<file path="config.mk">
export PLATFORM = sky130hd
export DESIGN_NAME = pio_debounce_irq
export DESIGN_NICKNAME = d
export VERILOG_FILES = /design/src/rtl/pio_debounce_irq.sv
export SDC_FILE = /design/constraint.sdc
export NUM_CORES = 1
export LEC_CHECK = 0
export ABC_AREA = 1
export BUFFER_PORTS_ARGS = -buffer_cell sky130_fd_sc_hd__clkbuf_2
export CORE_MARGIN = 2
export CORE_UTILIZATION = 40
export DETAILED_ROUTE_END_ITERATION = 8
export HOLD_SLACK_MARGIN = 0.15
export RECOVER_POWER = 25
export SYNTH_ARGS = -nofsm -noshare
export SYNTH_HDL_FRONTEND = slang
export SYNTH_SLANG_ARGS = --single-unit
</file>
<file path="constraint.sdc">
create_clock -name clk -period 1.8 [get_ports clk]
set_clock_uncertainty 0.1 [all_clocks]
set_input_delay 0.09 -clock clk [delete_from_list [all_inputs] [get_ports clk]]
set_output_delay 0.09 -clock clk [all_outputs]
set_load 0.01 [all_outputs]
</file>
<file path="src/rtl/pio_debounce_irq.sv">
// ============================================================================
// Module   : pio_debounce_irq
// Brief    : Memory-mapped PIO slave with per-bit input debounce, output
//            register with set/clear aliases, and edge-capture interrupt.
// Revision : 1.0 - initial release
// ============================================================================
`default_nettype none

module pio_debounce_irq #(
    parameter int          WIDTH           = 8,
    parameter int          DEBOUNCE_CYCLES = 50000,
    parameter logic [WIDTH-1:0] OUT_RESET  = '0
) (
    input  logic              clk,
    input  logic              reset,
    input  logic [2:0]        address,
    input  logic              chipselect,
    input  logic              read,
    input  logic              write,
    input  logic [31:0]       writedata,
    output logic [31:0]       readdata,
    output logic              readdatavalid,
    input  logic [WIDTH-1:0]  in_port,
    output logic [WIDTH-1:0]  out_port,
    output logic              irq
);

    localparam int c_CNT_W = (DEBOUNCE_CYCLES > 2) ? $clog2(DEBOUNCE_CYCLES) : 1;
    localparam logic [c_CNT_W-1:0] c_TERM = c_CNT_W'(DEBOUNCE_CYCLES - 1);

    localparam logic [2:0] c_ADDR_DATA     = 3'd0;
    localparam logic [2:0] c_ADDR_OUT      = 3'd1;
    localparam logic [2:0] c_ADDR_IRQ_MASK = 3'd2;
    localparam logic [2:0] c_ADDR_EDGE_CAP = 3'd3;
    localparam logic [2:0] c_ADDR_OUT_SET  = 3'd4;
    localparam logic [2:0] c_ADDR_OUT_CLR  = 3'd5;
    localparam logic [2:0] c_ADDR_EDGE_SEL = 3'd6;

    logic [WIDTH-1:0] r_out;
    logic [WIDTH-1:0] r_irq_mask;
    logic [WIDTH-1:0] r_edge_cap;
    logic [WIDTH-1:0] r_edge_sel;
    logic [WIDTH-1:0] r_sync1;
    logic [WIDTH-1:0] r_sync2;
    logic [WIDTH-1:0] r_deb_d;
    logic [31:0]      r_readdata;
    logic             r_readdatavalid;
    logic             r_irq;

    logic [WIDTH-1:0] w_deb;
    logic [WIDTH-1:0] w_wd;
    logic [WIDTH-1:0] w_edge_evt;
    logic [WIDTH-1:0] w_clr;
    logic [WIDTH-1:0] w_rd_word;
    logic             w_wr;
    logic             w_rd;

    assign w_wr = chipselect & write;
    assign w_rd = chipselect & read;
    assign w_wd = writedata[WIDTH-1:0];

    generate
        if (WIDTH < 32) begin : g_unused_wd
            logic w_unused_wd;
            assign w_unused_wd = ^writedata[31:WIDTH];
        end
    endgenerate

    // Two-flop synchroniser in front of the debounce counters
    always_ff @(posedge clk) begin
        if (reset) begin
            r_sync1 <= '0;
            r_sync2 <= '0;
        end else begin
            r_sync1 <= in_port;
            r_sync2 <= r_sync1;
        end
    end

    generate
        for (genvar i = 0; i < WIDTH; i++) begin : g_bit
            logic [c_CNT_W-1:0] r_cnt;
            logic               r_bit;

            always_ff @(posedge clk) begin
                if (reset) begin
                    r_cnt <= '0;
                    r_bit <= 1'b0;
                end else if (r_sync2[i] == r_bit) begin
                    r_cnt <= '0;
                end else if (r_cnt == c_TERM) begin
                    r_cnt <= '0;
                    r_bit <= r_sync2[i];
                end else begin
                    r_cnt <= r_cnt + 1'b1;
                end
            end

            assign w_deb[i] = r_bit;
        end
    endgenerate

    // Delayed copy of the debounced vector so edges are seen one clock after the update
    always_ff @(posedge clk) begin
        if (reset) begin
            r_deb_d <= '0;
        end else begin
            r_deb_d <= w_deb;
        end
    end

    assign w_edge_evt = (w_deb & ~r_deb_d & ~r_edge_sel) |
                        (~w_deb & r_deb_d & r_edge_sel);
    assign w_clr      = (w_wr && (address == c_ADDR_EDGE_CAP)) ? w_wd : '0;

    always_ff @(posedge clk) begin
        if (reset) begin
            r_out      <= OUT_RESET;
            r_irq_mask <= '0;
            r_edge_sel <= '0;
        end else if (w_wr) begin
            case (address)
                c_ADDR_OUT:      r_out      <= w_wd;
                c_ADDR_OUT_SET:  r_out      <= r_out | w_wd;
                c_ADDR_OUT_CLR:  r_out      <= r_out & ~w_wd;
                c_ADDR_IRQ_MASK: r_irq_mask <= w_wd;
                c_ADDR_EDGE_SEL: r_edge_sel <= w_wd;
                default: ;
            endcase
        end
    end

    // A new edge wins over a simultaneous write-1-to-clear
    always_ff @(posedge clk) begin
        if (reset) begin
            r_edge_cap <= '0;
        end else begin
            r_edge_cap <= (r_edge_cap & ~w_clr) | w_edge_evt;
        end
    end

    always_ff @(posedge clk) begin
        if (reset) begin
            r_irq <= 1'b0;
        end else begin
            r_irq <= |(r_edge_cap & r_irq_mask);
        end
    end

    always_comb begin
        w_rd_word = '0;
        case (address)
            c_ADDR_DATA:     w_rd_word = w_deb;
            c_ADDR_OUT:      w_rd_word = r_out;
            c_ADDR_IRQ_MASK: w_rd_word = r_irq_mask;
            c_ADDR_EDGE_CAP: w_rd_word = r_edge_cap;
            c_ADDR_EDGE_SEL: w_rd_word = r_edge_sel;
            default:         w_rd_word = '0;
        endcase
    end

    // Register values are sampled before this edge's write takes effect
    always_ff @(posedge clk) begin
        if (reset) begin
            r_readdata      <= '0;
            r_readdatavalid <= 1'b0;
        end else begin
            r_readdatavalid <= w_rd;
            r_readdata      <= w_rd ? 32'(w_rd_word) : 32'd0;
        end
    end

    assign readdata      = r_readdata;
    assign readdatavalid = r_readdatavalid;
    assign out_port      = r_out;
    assign irq           = r_irq;

endmodule

`default_nettype wire

</file>
After elaboration in Yosys (flattened, before gate mapping)
Index checks and enable logic that the tools add are counted.
{ "op_classes": {"add_sub_neg": 8, "eq_ne": 22, "mux": 3, "bitwise_logic": 26, "reduce_logical": 24} }
{ "op_table": {"columns": ["operator", "n"], "rows": [
  ["16-bit by 1-bit adder with 16-bit output (second input constant)", 8],
  ["16-bit equality test (second input constant)", 8],
  ["8-bit bitwise AND", 7],
  ["8-bit NOT", 5],
  ["8-bit case mux with 5 select lines", 1],
  ["8-bit OR", 3],
  ["8-bit case mux with 3 select lines", 1],
  ["3-bit OR reduction", 8],
  ["2-bit AND reduction", 11],
  ["3-bit equality test (second input constant)", 3],
  ["1-bit NOT", 9],
  ["1-bit equality test", 8],
  ["8-bit two-way mux", 1],
  ["8-bit OR reduction", 1],
  ["3-bit by 2-bit equality test with 1-bit output (second input constant)", 2],
  ["3-bit by 1-bit equality test with 1-bit output (second input constant)", 1],
  ["3-bit zero test", 1],
  ["3-bit nonzero test", 1],
  ["1-bit bitwise AND", 2],
  ["2-bit OR reduction", 1],
  ["1-bit logical AND", 1]
]} }
{ "totals": {"register_bits": 226, "output_inout_bits": 42} }

Longest topological paths before layout
Gate-level depths: netlist of the first run.
{ "logic_depth": {"word_depth": 6, "depth_mapped": 8, "mapped_depth_nobuf": 8} }

Worst setup path before layout of the first run
OpenSTA, ideal clock, no wires.
{ "synth_timing": {"path_kind": "reg2reg", "start": "reg g_bit[5].r_cnt[0]", "end": "reg g_bit[5].r_cnt[10]", "setup_time_ns": 0.115, "arrival_time_ns": 1.274, "path_slack_ns": 0.311, "path_stages_with_launch": 8, "period_less_slack_ns": 1.489, "path_cell_list": "dfxtp_1 -> ha_1 -> nand3_1 -> nor2_2 -> nand2_1 -> nand2_4 -> buf_8 -> nor2_2"} }
{ "synth_between": {"elab_chain_cells": 2, "word_cells_on_any_way": 3} }
{ "synth_lines": {"columns": ["element", "line", "rtl"], "rows": [
  ["from (decl)", "82", "logic [c_CNT_W-1:0] r_cnt;"],
  ["from (signal assigned)", "95", "r_cnt <= r_cnt + 1'b1;"],
  ["parallel branches: the longest is 2 deep, another holds 16-bit by 1-bit adder with 16-bit output", null, null]
]} }
Several ways; the timed one is not identified.
A chain may end at the register's enable or synchronous reset.

Worst setup path after layout of the first run
{ "layout_timing": {"start": "in write", "end": "reg r_edge_sel[4]"} }
{ "layout_between": {"elab_chain_cells": 2} }
{ "layout_lines": {"columns": ["element", "line", "rtl"], "rows": [
  ["from (decl)", "19", "input logic write,"],
  ["1-bit bitwise AND", "58", "assign w_wr = chipselect & write;"],
  ["2-bit AND reduction (no line)", null, null],
  ["to (signal assigned)", "127", "c_ADDR_EDGE_SEL: r_edge_sel <= w_wd;"],
  ["to (decl)", "42", "logic [WIDTH-1:0] r_edge_sel;"]
]} }
No other way between the ends.

==> impl_metrics.ini, run 1 <==
[run_status]
status = finished clean

[sta]
setup_ws_ns = 0.0261
finalSetupViolCount = 0
whs_ns = 0.125
worst_slew_pin_slew_ns = 0.761
slew_headroom = 0.493
finalCriticalPeriod_ns = 1.77
slew_viol_final = 0
final_hold_viol_count = 0
period_share = 0.986
timing.fmax_mhz = 564

[global_route]
grt_max_degree = 34
grt_pass1_vias = 8052
grt_pass1_wl_um = 37600
grt_use_total = 0.172
overflow = 0
antenna_found_initial = 0

[power]
comb_power_share = 0.037
pwr_density_cell_nw_per_um2 = 848
vdd_drop_max_mv = 0.531
power_switching_uw = 2150
internal-power_uw = 7770
total_power_uw = 9920
p_leak_uw = 0.00403
swShare = 0.217
clkPwrFrac = 0.507
seq_power_share = 0.457

[worst_setup_path]
r2r-end = g_bit[1].r_cnt[10]$_SDFF_PP0_
critPathMaxFanout = 7
crit_type = input pin to flop
startpoint_type = input pin
crit_buf_inv = 4
r2r_slack_ns = 0.16
slowest_delay_ns = 0.55
cp_common_cell = dlygate4sd3_1
arrival_ns = 2.13
rr_startpoint = g_bit[1].r_cnt[0]$_SDFF_PP0_
reg2reg_depth = 6
slowest_stage = dlygate4sd3_1
crit_chain = dlygate4sd3_1, clkbuf_2, nand2_1, nor2_4, buf_4, o21ai_0, a21oi_1, dlygate4sd3_1
endpoint_kind = flop
cp_top_family = buffers and inverters
cp.required_ns = 2.16

[clocking]
cts_tree = yes
worstSkewPairLatency_ns = 0.52
hold_buffers = 58
cts_buffers = 24
clockBufferDepth = 3
htreeDepth = 1
ctsRootBufferMaster = clkbuf_16
clock-sinks = 202
clk_pin_slew_ns = 0.06

[logic_synthesis]
synth_area_um2 = 9870
synthTopCellsByArea = dfxtp_1, nand2_1, nor2_1
ys_warn_count = 0
yosys.area.top_type_share = 0.410
yosysSeqAreaShare = 0.410
synth-seq-cells = 202
synth_cell_types = 35
yosysTopAreaCell = dfxtp_1
syn_avg_cell_area_um2 = 7.02
synth_cells = 1407

[placement]
dp_hpwl_um = 15100
place_ws_ns = 0.126
place_congestion = 0.861
portBuffers = 41
dp_cells = 1759

[route]
first_pass_iters = 4
wl_per_cell_um = 12.0
vias = 8739
drt_iter0_markers = 540
routed_via_density = 4.68
ant_nets = 0
drc = 0
postRouteWirelength_um = 22400

[cells_and_area]
most-common-layout-cells = nand2_1, nor2_1, dfxtp_1, inv_1, nand3_1
area_growth_pct = 18.4
drive_gt1_frac = 0.111
final_cells = 1866
num-fill-cells = 2490
layout.nets = 1580
diodes = 0
layout_commonest_cell = nand2_1

[die]
core_area_um2 = 24200
core.rowCount = 57
start_util = 0.407
die_height_um = 161
io_pins = 90
die_x_um = 161
dieArea_um2 = 26000

[min_path]
min_from = chipselect
min_path_type = input pin to flop
worstHoldPathCells = 5
min_to = out_port[7]$_SDFFE_PP0P_

[job]
max-cap-violations = 0
[area by class of cell]
cell class	instances	area, µm²	share of cell area
Tap cell	324	405	0.0347
Clock buffer	33	696	0.0595
Clock inverter	11	133	0.0113
Sequential cell	202	4040	0.346
Multi-Input combinational cell	998	4850	0.415
Timing Repair Buffer	111	861	0.0736
Inverter	187	707	0.0604
[metrics by stage]
step                area [µm²]  utilization   TNS, ns
floorplan                 9960            -         0
global placement         10300        0.424         0
detailed placement       10300        0.424         0
CTS                      11700        0.482         0
global route             11700        0.482  -0.00753
finish                   11700        0.482         0
[cell families (layout without fill, tap and decap cells)]
family | Yosys count | after routing | synth area share
AOI/OAI and AO/OA | 177 | 177 | 0.0977
DFF | 202 | 202 | 0.410
xor gates and xnor gates | 41 | 41 | 0.0364
buffers and inverters | 230 | 342 | 0.107
adders and majority gates | 8 | 8 | 0.0101
other | 1 | 24 | 0.000380
and+or+nand+nor | 748 | 748 | 0.339
[cell usage after synthesis]
cell        n
clkbuf_1    5
buf_4      25
inv_1     180
dfxtp_1   202
conb_1      1
nor3_2      1
buf_6      10
nand4_1    46
xnor2_1    15
a21oi_4     3
inv_2       6
nor2_8      1
o31ai_1     1
nor2_1    238
nand3_2     3
xor2_1     26
buf_2       1
o21ai_2     4
buf_8       2
nor2_4      7
nand3_1   115
nor2_2     34
o21ai_1     1
ha_1        8
clkinv_2    1
a21oi_1    98
or2_2      14
a21oi_2     6
nand2_2    12
nor3_1      2
nand2_4     4
o22ai_1     4
nand2_1   270
o21ai_0    60
or2_0       1
[timing repair]
| action | in CTS | in global routing |
|---|---|---|
| hold endpoints to repair | 72 | 7 |
| buffers inserted | 0 | 9 |
| endpoints found under the setup margin | 0 | 40 |
| gates resized for setup | 0 | 6 |
[sequential cells by signal, indices dropped and copies added (netlist names)]
signal and count:
g_bit.r_cnt 128, g_bit.r_bit 8, out_port 8, r_deb_d 8, r_edge_cap 8, r_edge_sel 8, r_irq_mask 8, r_sync1 8
r_sync2 8, readdata 8, irq 1, readdatavalid 1
[worst reg2reg max path: cells and delay by family (launching register included)]
| kind | cells | cell delay [ns] |
|---|---|---|
| AND/OR/NAND/NOR | 5 | 0.81 |
| flip-flops | 1 | 0.39 |
| adder cells (fa/ha/maj) | 1 | 0.20 |
[how the worst max path moves through the flow]
stage,slack (ns),to,from,depth (start not counted)
after floorplan,0.31,g_bit[5].r_cnt[10]$_SDFF_PP0_,g_bit[5].r_cnt[0]$_SDFF_PP0_,7
after global placement,0.20,g_bit[3].r_cnt[10]$_SDFF_PP0_,g_bit[3].r_cnt[0]$_SDFF_PP0_,6
after detailed placement,0.13,g_bit[3].r_cnt[10]$_SDFF_PP0_,g_bit[3].r_cnt[0]$_SDFF_PP0_,6
after CTS,0.005,readdata[1]$_SDFF_PP0_,address[0],9
after global routing,-0.004,r_edge_sel[3]$_SDFFE_PP0P_,write,8
final,0.03,r_edge_sel[4]$_SDFFE_PP0P_,write,8
[power groups by stage]
stage	registers (µW)	clock network, µW	logic (µW)
after global routing	4530	5310	404
after CTS	4530	5160	367
after global placement	4630	0	279
after detailed placement	4630	0	283
after floorplan	4630	0	232
final	4530	5030	365
[per-layer routing]
metal / part of all wire / GRT usage / vias to the layer above
met4: 0.030 / 0.0597 / 0
met3: 0.043 / 0.0303 / 43
li1: - / - / 4660
met5: 0 / 0 / -
met1: 0.47 / 0.224 / 3911
met2: 0.45 / 0.288 / 125
No activity file was read; power rests on OpenSTA's default activity.
==> run 2, diff against run 1 <==
--- a/config.mk
+++ b/config.mk
@@ -7,10 +7,13 @@
 export LEC_CHECK = 0
 export ABC_AREA = 1
 export BUFFER_PORTS_ARGS = -buffer_cell sky130_fd_sc_hd__clkbuf_2
+export CELL_PAD_IN_SITES_DETAIL_PLACEMENT = 1
+export CELL_PAD_IN_SITES_GLOBAL_PLACEMENT = 2
 export CORE_MARGIN = 2
-export CORE_UTILIZATION = 40
+export CORE_UTILIZATION = 34
 export DETAILED_ROUTE_END_ITERATION = 8
 export HOLD_SLACK_MARGIN = 0.15
+export PLACE_DENSITY_LB_ADDON = 0.1
 export RECOVER_POWER = 25
 export SYNTH_ARGS = -nofsm -noshare
 export SYNTH_HDL_FRONTEND = slang
==> run 2 against run 1 <==
Effect of this change:
- sequential cell count unchanged
- global-route usage increased by 0.43 points
- design area increased by 1.4%
- clock power increased by 1%
- critical path depth increased by 1
- register-to-register slack improved by 0.02 ns
- critical endpoint is now r_edge_sel[1]$_SDFFE_PP0P_
==> impl_metrics.ini, run 2 (synthesized netlist as in run 1, its figures left out) <==
[sta]
whs_ns = 0.145
worst_slew_pin_slew_ns = 0.530
timing.fmax_mhz = 569
slew_headroom = 0.647
finalSetupViolCount = 0
setup_tns_ns = 0
final_hold_viol_count = 0
slew_viol_final = 0
finalCriticalPeriod_ns = 1.76
period_share = 0.976

[power]
pwr_density_cell_nw_per_um2 = 843
vdd_drop_max_mv = 0.720
p_leak_uw = 0.00414

[cells_and_area]
layout.nets = 1583
drive_gt1_frac = 0.123
largest_reg_flops = 128
fin_area_um2 = 11900
most-common-layout-cells = nand2_1, nor2_1, dfxtp_1, inv_1, nand3_1
layout_commonest_cell = nand2_1
area_growth_pct = 20.1
diodes = 0
largest-register = g_bit.r_cnt

[clocking]
cts_tree = yes
ctsRootBufferMaster = clkbuf_16
cts_buffers = 26
clk_pin_slew_ns = 0.06
worstSkewPairLatency_ns = 0.53
clock-sinks = 202
clockBufferDepth = 3
htreeDepth = 1

[route]
vias = 8991
routed_via_density = 4.66
drt_iter0_markers = 302
first_pass_iters = 4
drc = 0
wl_per_cell_um = 13.8
postRouteWirelength_um = 26700
ant_nets = 0

[worst_setup_path]
critPathMaxFanout = 8
slowest_delay_ns = 0.60
arrival_ns = 2.13
cp.required_ns = 2.18
cp_common_cell = dlygate4sd3_1
crit_chain = clkbuf_2, dlygate4sd3_1, inv_2, nand3_2, nor2_4, buf_4, o21ai_0, a21oi_1, dlygate4sd3_1
slowest_stage = dlygate4sd3_1
crit_type = input pin to flop
endpoint_kind = flop
startpoint_type = input pin

[die]
start_util = 0.345
io_pins = 90
die_x_um = 174
core_area_um2 = 28600
die_height_um = 174
core.rowCount = 62
dieArea_um2 = 30400

[placement]
place_congestion = 0.819
placed_cell_area_um2 = 10400
portBuffers = 41
dp_hpwl_um = 18400

[global_route]
grt_pass1_wl_um = 44700
overflow = 0
grt_use_total = 0.176
grt_pass1_vias = 9069
grt_max_degree = 42
antenna_found_initial = 0

[job]
max-cap-violations = 0

[run_status]
status = finished clean

[min_path]
min_path_type = input pin to flop
==> run 2: changes by cell type in the layout (fill, tap and decap cells not counted), sizes merged <==
| cell | change |
|---|---|
| clkinv | +4 |
| clkbuf | +3 |
| dlygate4sd3 | -3 |
| bufinv | -2 |
| dlymetal6s4s | +1 |
| inv | +1 |
| clkinvlp | -2 |
| buf | +3 |
==> run 2: final cells by class <==
class	count	area [µm²]
multi-input cells	998	4880
fillers	3644	16800
well taps	384	480
repair buffers	112	901
clock buffers	36	759
clock inverters	12	85.1
inverters	187	703
flip-flops and latches	202	4040
==> run 2: power breakdown <==
part	internal [µW]	leakage (µW)	switching, µW
logic	151	0.00208	243
registers	4510	0.00163	18.7
clock network	3070	0.000431	2000
==> run 2: worst paths after layout <==
path                                 from                             to  slack, ns  cells after the start
min reg2reg         r_sync1[6]$_SDFF_PP0_          r_sync2[6]$_SDFF_PP0_       0.31                      2
max reg2reg  g_bit[6].r_cnt[0]$_SDFF_PP0_  g_bit[6].r_cnt[14]$_SDFF_PP0_       0.18                      6
min                            address[2]     r_irq_mask[1]$_SDFFE_PP0P_       0.14                      4
max                            address[0]     r_edge_sel[1]$_SDFFE_PP0P_       0.04                      9
==> run 2: what timing repair did <==
item	in CTS	in global routing
endpoints found under the hold margin	74	8
setup buffers	0	2
endpoints found under the setup margin	0	38
resized for setup	0	7
hold buffers	51	3
==> run 2: metrics by stage <==
step / total power (µW) / utilization / cells / worst slack, ns
final: 10000 / 0.414 / 1931 / 0.0428
after global routing: 10400 / 0.414 / 1931 / -0.0249
after CTS: 10100 / 0.412 / 1928 / 0.00787
after detailed placement: 4930 / 0.365 / 1829 / 0.183
after global placement: 4930 / 0.365 / 1829 / 0.214
after floorplan: 4860 / - / 1430 / 0.311
==> run 2: metal layers <==
metal  share of wire  vias to the layer above  global-route usage
li1                -                     4665                   -
met1            0.48                     4193               0.227
met2            0.47                       92               0.306
met3           0.031                       41              0.0276
met4           0.023                        0              0.0452
met5               0                        -                   0
==> run 2: critical path, delay by kind of cell <==
kind                   cells  cell delay [ns]
AO/OA/AOI/OAI              2             0.21
AND/OR/NAND/NOR            2             0.30
buffers and inverters      5             1.53
==> run 3, diff against run 2 <==
--- a/config.mk
+++ b/config.mk
@@ -13,7 +13,7 @@
 export CORE_UTILIZATION = 34
 export DETAILED_ROUTE_END_ITERATION = 8
 export HOLD_SLACK_MARGIN = 0.15
-export PLACE_DENSITY_LB_ADDON = 0.1
+export PLACE_DENSITY = 0.83
 export RECOVER_POWER = 25
 export SYNTH_ARGS = -nofsm -noshare
 export SYNTH_HDL_FRONTEND = slang
==> run 3 against run 2 <==
Effect of this change:
- final cell count is 1.0% lower
- utilization is 0.95 points lower
- register-to-register slack is essentially flat
- critical path depth shrank 1
- total power shrank 3.6%
- fmax grew 2.7%
- via count shrank 1.1%
- global-route usage is 0.55 points lower
- first-iteration DRC count decreased by 4.6%
- setup slack improved by 0.046 ns
- non-clock buffer count fell by 13
- critical path type unchanged
- critical endpoint is now r_irq_mask[3]$_SDFFE_PP0P_
- highest routed layer unchanged
==> impl_metrics.ini, run 3 (synthesized netlist as in run 1, its figures left out) <==
[placement]
place_congestion = 0.780
dp_hpwl_um = 18300
place_ws_ns = 0.137
dp_cells = 1826
portBuffers = 41

[min_path]
min_path_type = input pin to flop

[worst_setup_path]
cp.required_ns = 2.11
endpoint_kind = flop
arrival_ns = 2.02
cp_common_cell = dlygate4sd3_1
critPathMaxFanout = 10
slowest_stage = dlygate4sd3_1
crit_chain = clkbuf_1, inv_1, nand2_2, dlygate4sd3_1, nor2_8, a21oi_1, dlygate4sd3_1, nor2_1
slowest_delay_ns = 0.65
startpoint_type = input pin
crit_type = input pin to flop

[sta]
rsz0062_at_grt = no
timing.fmax_mhz = 584
worst_slew_pin_slew_ns = 0.526
finalCriticalPeriod_ns = 1.71
slew_viol_final = 0
setup_tns_ns = 0
setup_ws_ns = 0.0887
slew_headroom = 0.649
finalSetupViolCount = 0
final_hold_viol_count = 0
period_share = 0.951

[cells_and_area]
largest_reg_flops = 128
num-fill-cells = 3659
final_cells = 1911
most-common-layout-cells = nand2_1, nor2_1, dfxtp_1, inv_1, nand3_1
layout.nets = 1569
largest-register = g_bit.r_cnt
drive_gt1_frac = 0.106
area_growth_pct = 17.3
layout_commonest_cell = nand2_1

[clocking]
postCtsSetupBuffers = 0
ctsRootBufferMaster = clkbuf_16
clk_pin_slew_ns = 0.06
worstSkewPairLatency_ns = 0.52
cts_tree = yes
cts_buffers = 25
clock-sinks = 202
htreeDepth = 1
clockBufferDepth = 3

[die]
core.rowCount = 62
die_x_um = 174
io_pins = 90
start_util = 0.345
core_area_um2 = 28600
dieArea_um2 = 30400
die_height_um = 174

[global_route]
grt_max_degree = 42
grt_pass1_vias = 9146
grt_pass1_wl_um = 43700
overflow = 0
grt_use_total = 0.171
antenna_found_initial = 1

[power]
comb_power_share = 0.037
clkPwrFrac = 0.492
vdd_drop_max_mv = 0.618
swShare = 0.221
pwr_density_cell_nw_per_um2 = 832
internal-power_uw = 7500
p_leak_uw = 0.00395
seq_power_share = 0.470
power_switching_uw = 2130
total_power_uw = 9640

[run_status]
status = finished clean

[route]
wl_per_cell_um = 13.4
ant_nets = 0
vias = 8889
routed_via_density = 4.65
postRouteWirelength_um = 25600
first_pass_iters = 4
drt_iter0_markers = 288
drc = 0

[job]
max-cap-violations = 0
run 3: layout make-up:
cell class                 count  area, µm²  area share
clock buffer                  36        717      0.0619
timing repair buffer          99        734      0.0634
antenna                        1       2.50    0.000216
inverter                     187        703      0.0607
tap                          384        480      0.0415
clock inverter                 4       45.0     0.00389
sequential                   202       4040       0.349
multi-input combinational    998       4860       0.419
run 3: metrics by stage:
stage               cell area (µm²)  utilization  hold slack [ns]
floorplan                      9960            -           0.0970
detailed placement            10400        0.364            0.194
CTS                           11600        0.406            0.160
global route                  11600        0.405            0.194
global placement              10400        0.364            0.200
finish                        11600        0.405            0.163
run 3: worst max-delay path, delay by kind of cell:
| family | cells | cell delay [ns] |
|---|---|---|
| buf+inv | 4 | 1.61 |
| simple gates | 3 | 0.20 |
| compound gates | 1 | 0.12 |
run 3: final timing paths:
| check | start | end | slack (ns) | cells after the start |
|---|---|---|---|---|
| hold / removal | address[0] | out_port[6]$_SDFFE_PP0P_ | 0.16 | 5 |
| setup reg to reg | g_bit[6].r_cnt[0]$_SDFF_PP0_ | g_bit[6].r_cnt[4]$_SDFF_PP0_ | 0.17 | 6 |
| setup / recovery | address[0] | r_irq_mask[3]$_SDFFE_PP0P_ | 0.09 | 8 |
| hold reg to reg | r_sync1[1]$_SDFF_PP0_ | r_sync2[1]$_SDFF_PP0_ | 0.31 | 2 |
run 3: repair_timing:
action / in CTS / in global routing
hold buffers: 44 / 1
resized for setup: 0 / 2
setup endpoints to repair: 0 / 4
hold endpoints to repair: 72 / 8
run 3: power by group through the flow:
| stage | registers (µW) | logic [µW] | clock network [µW] |
|---|---|---|---|
| after detailed placement | 4630 | 300 | 0 |
| after CTS | 4530 | 367 | 4890 |
| after global placement | 4630 | 294 | 0 |
| final | 4530 | 361 | 4740 |
| after floorplan | 4630 | 232 | 0 |
| after global routing | 4530 | 402 | 5100 |
run 3: layer usage:
metal | wire length, µm | up-vias | GRT usage
met1 | 12100 | 4149 | 0.215
met2 | 12200 | 76 | 0.302
li1 | - | 4624 | -
met3 | 739 | 40 | 0.0262
met4 | 575 | 0 | 0.0448
met5 | 0 | - | 0
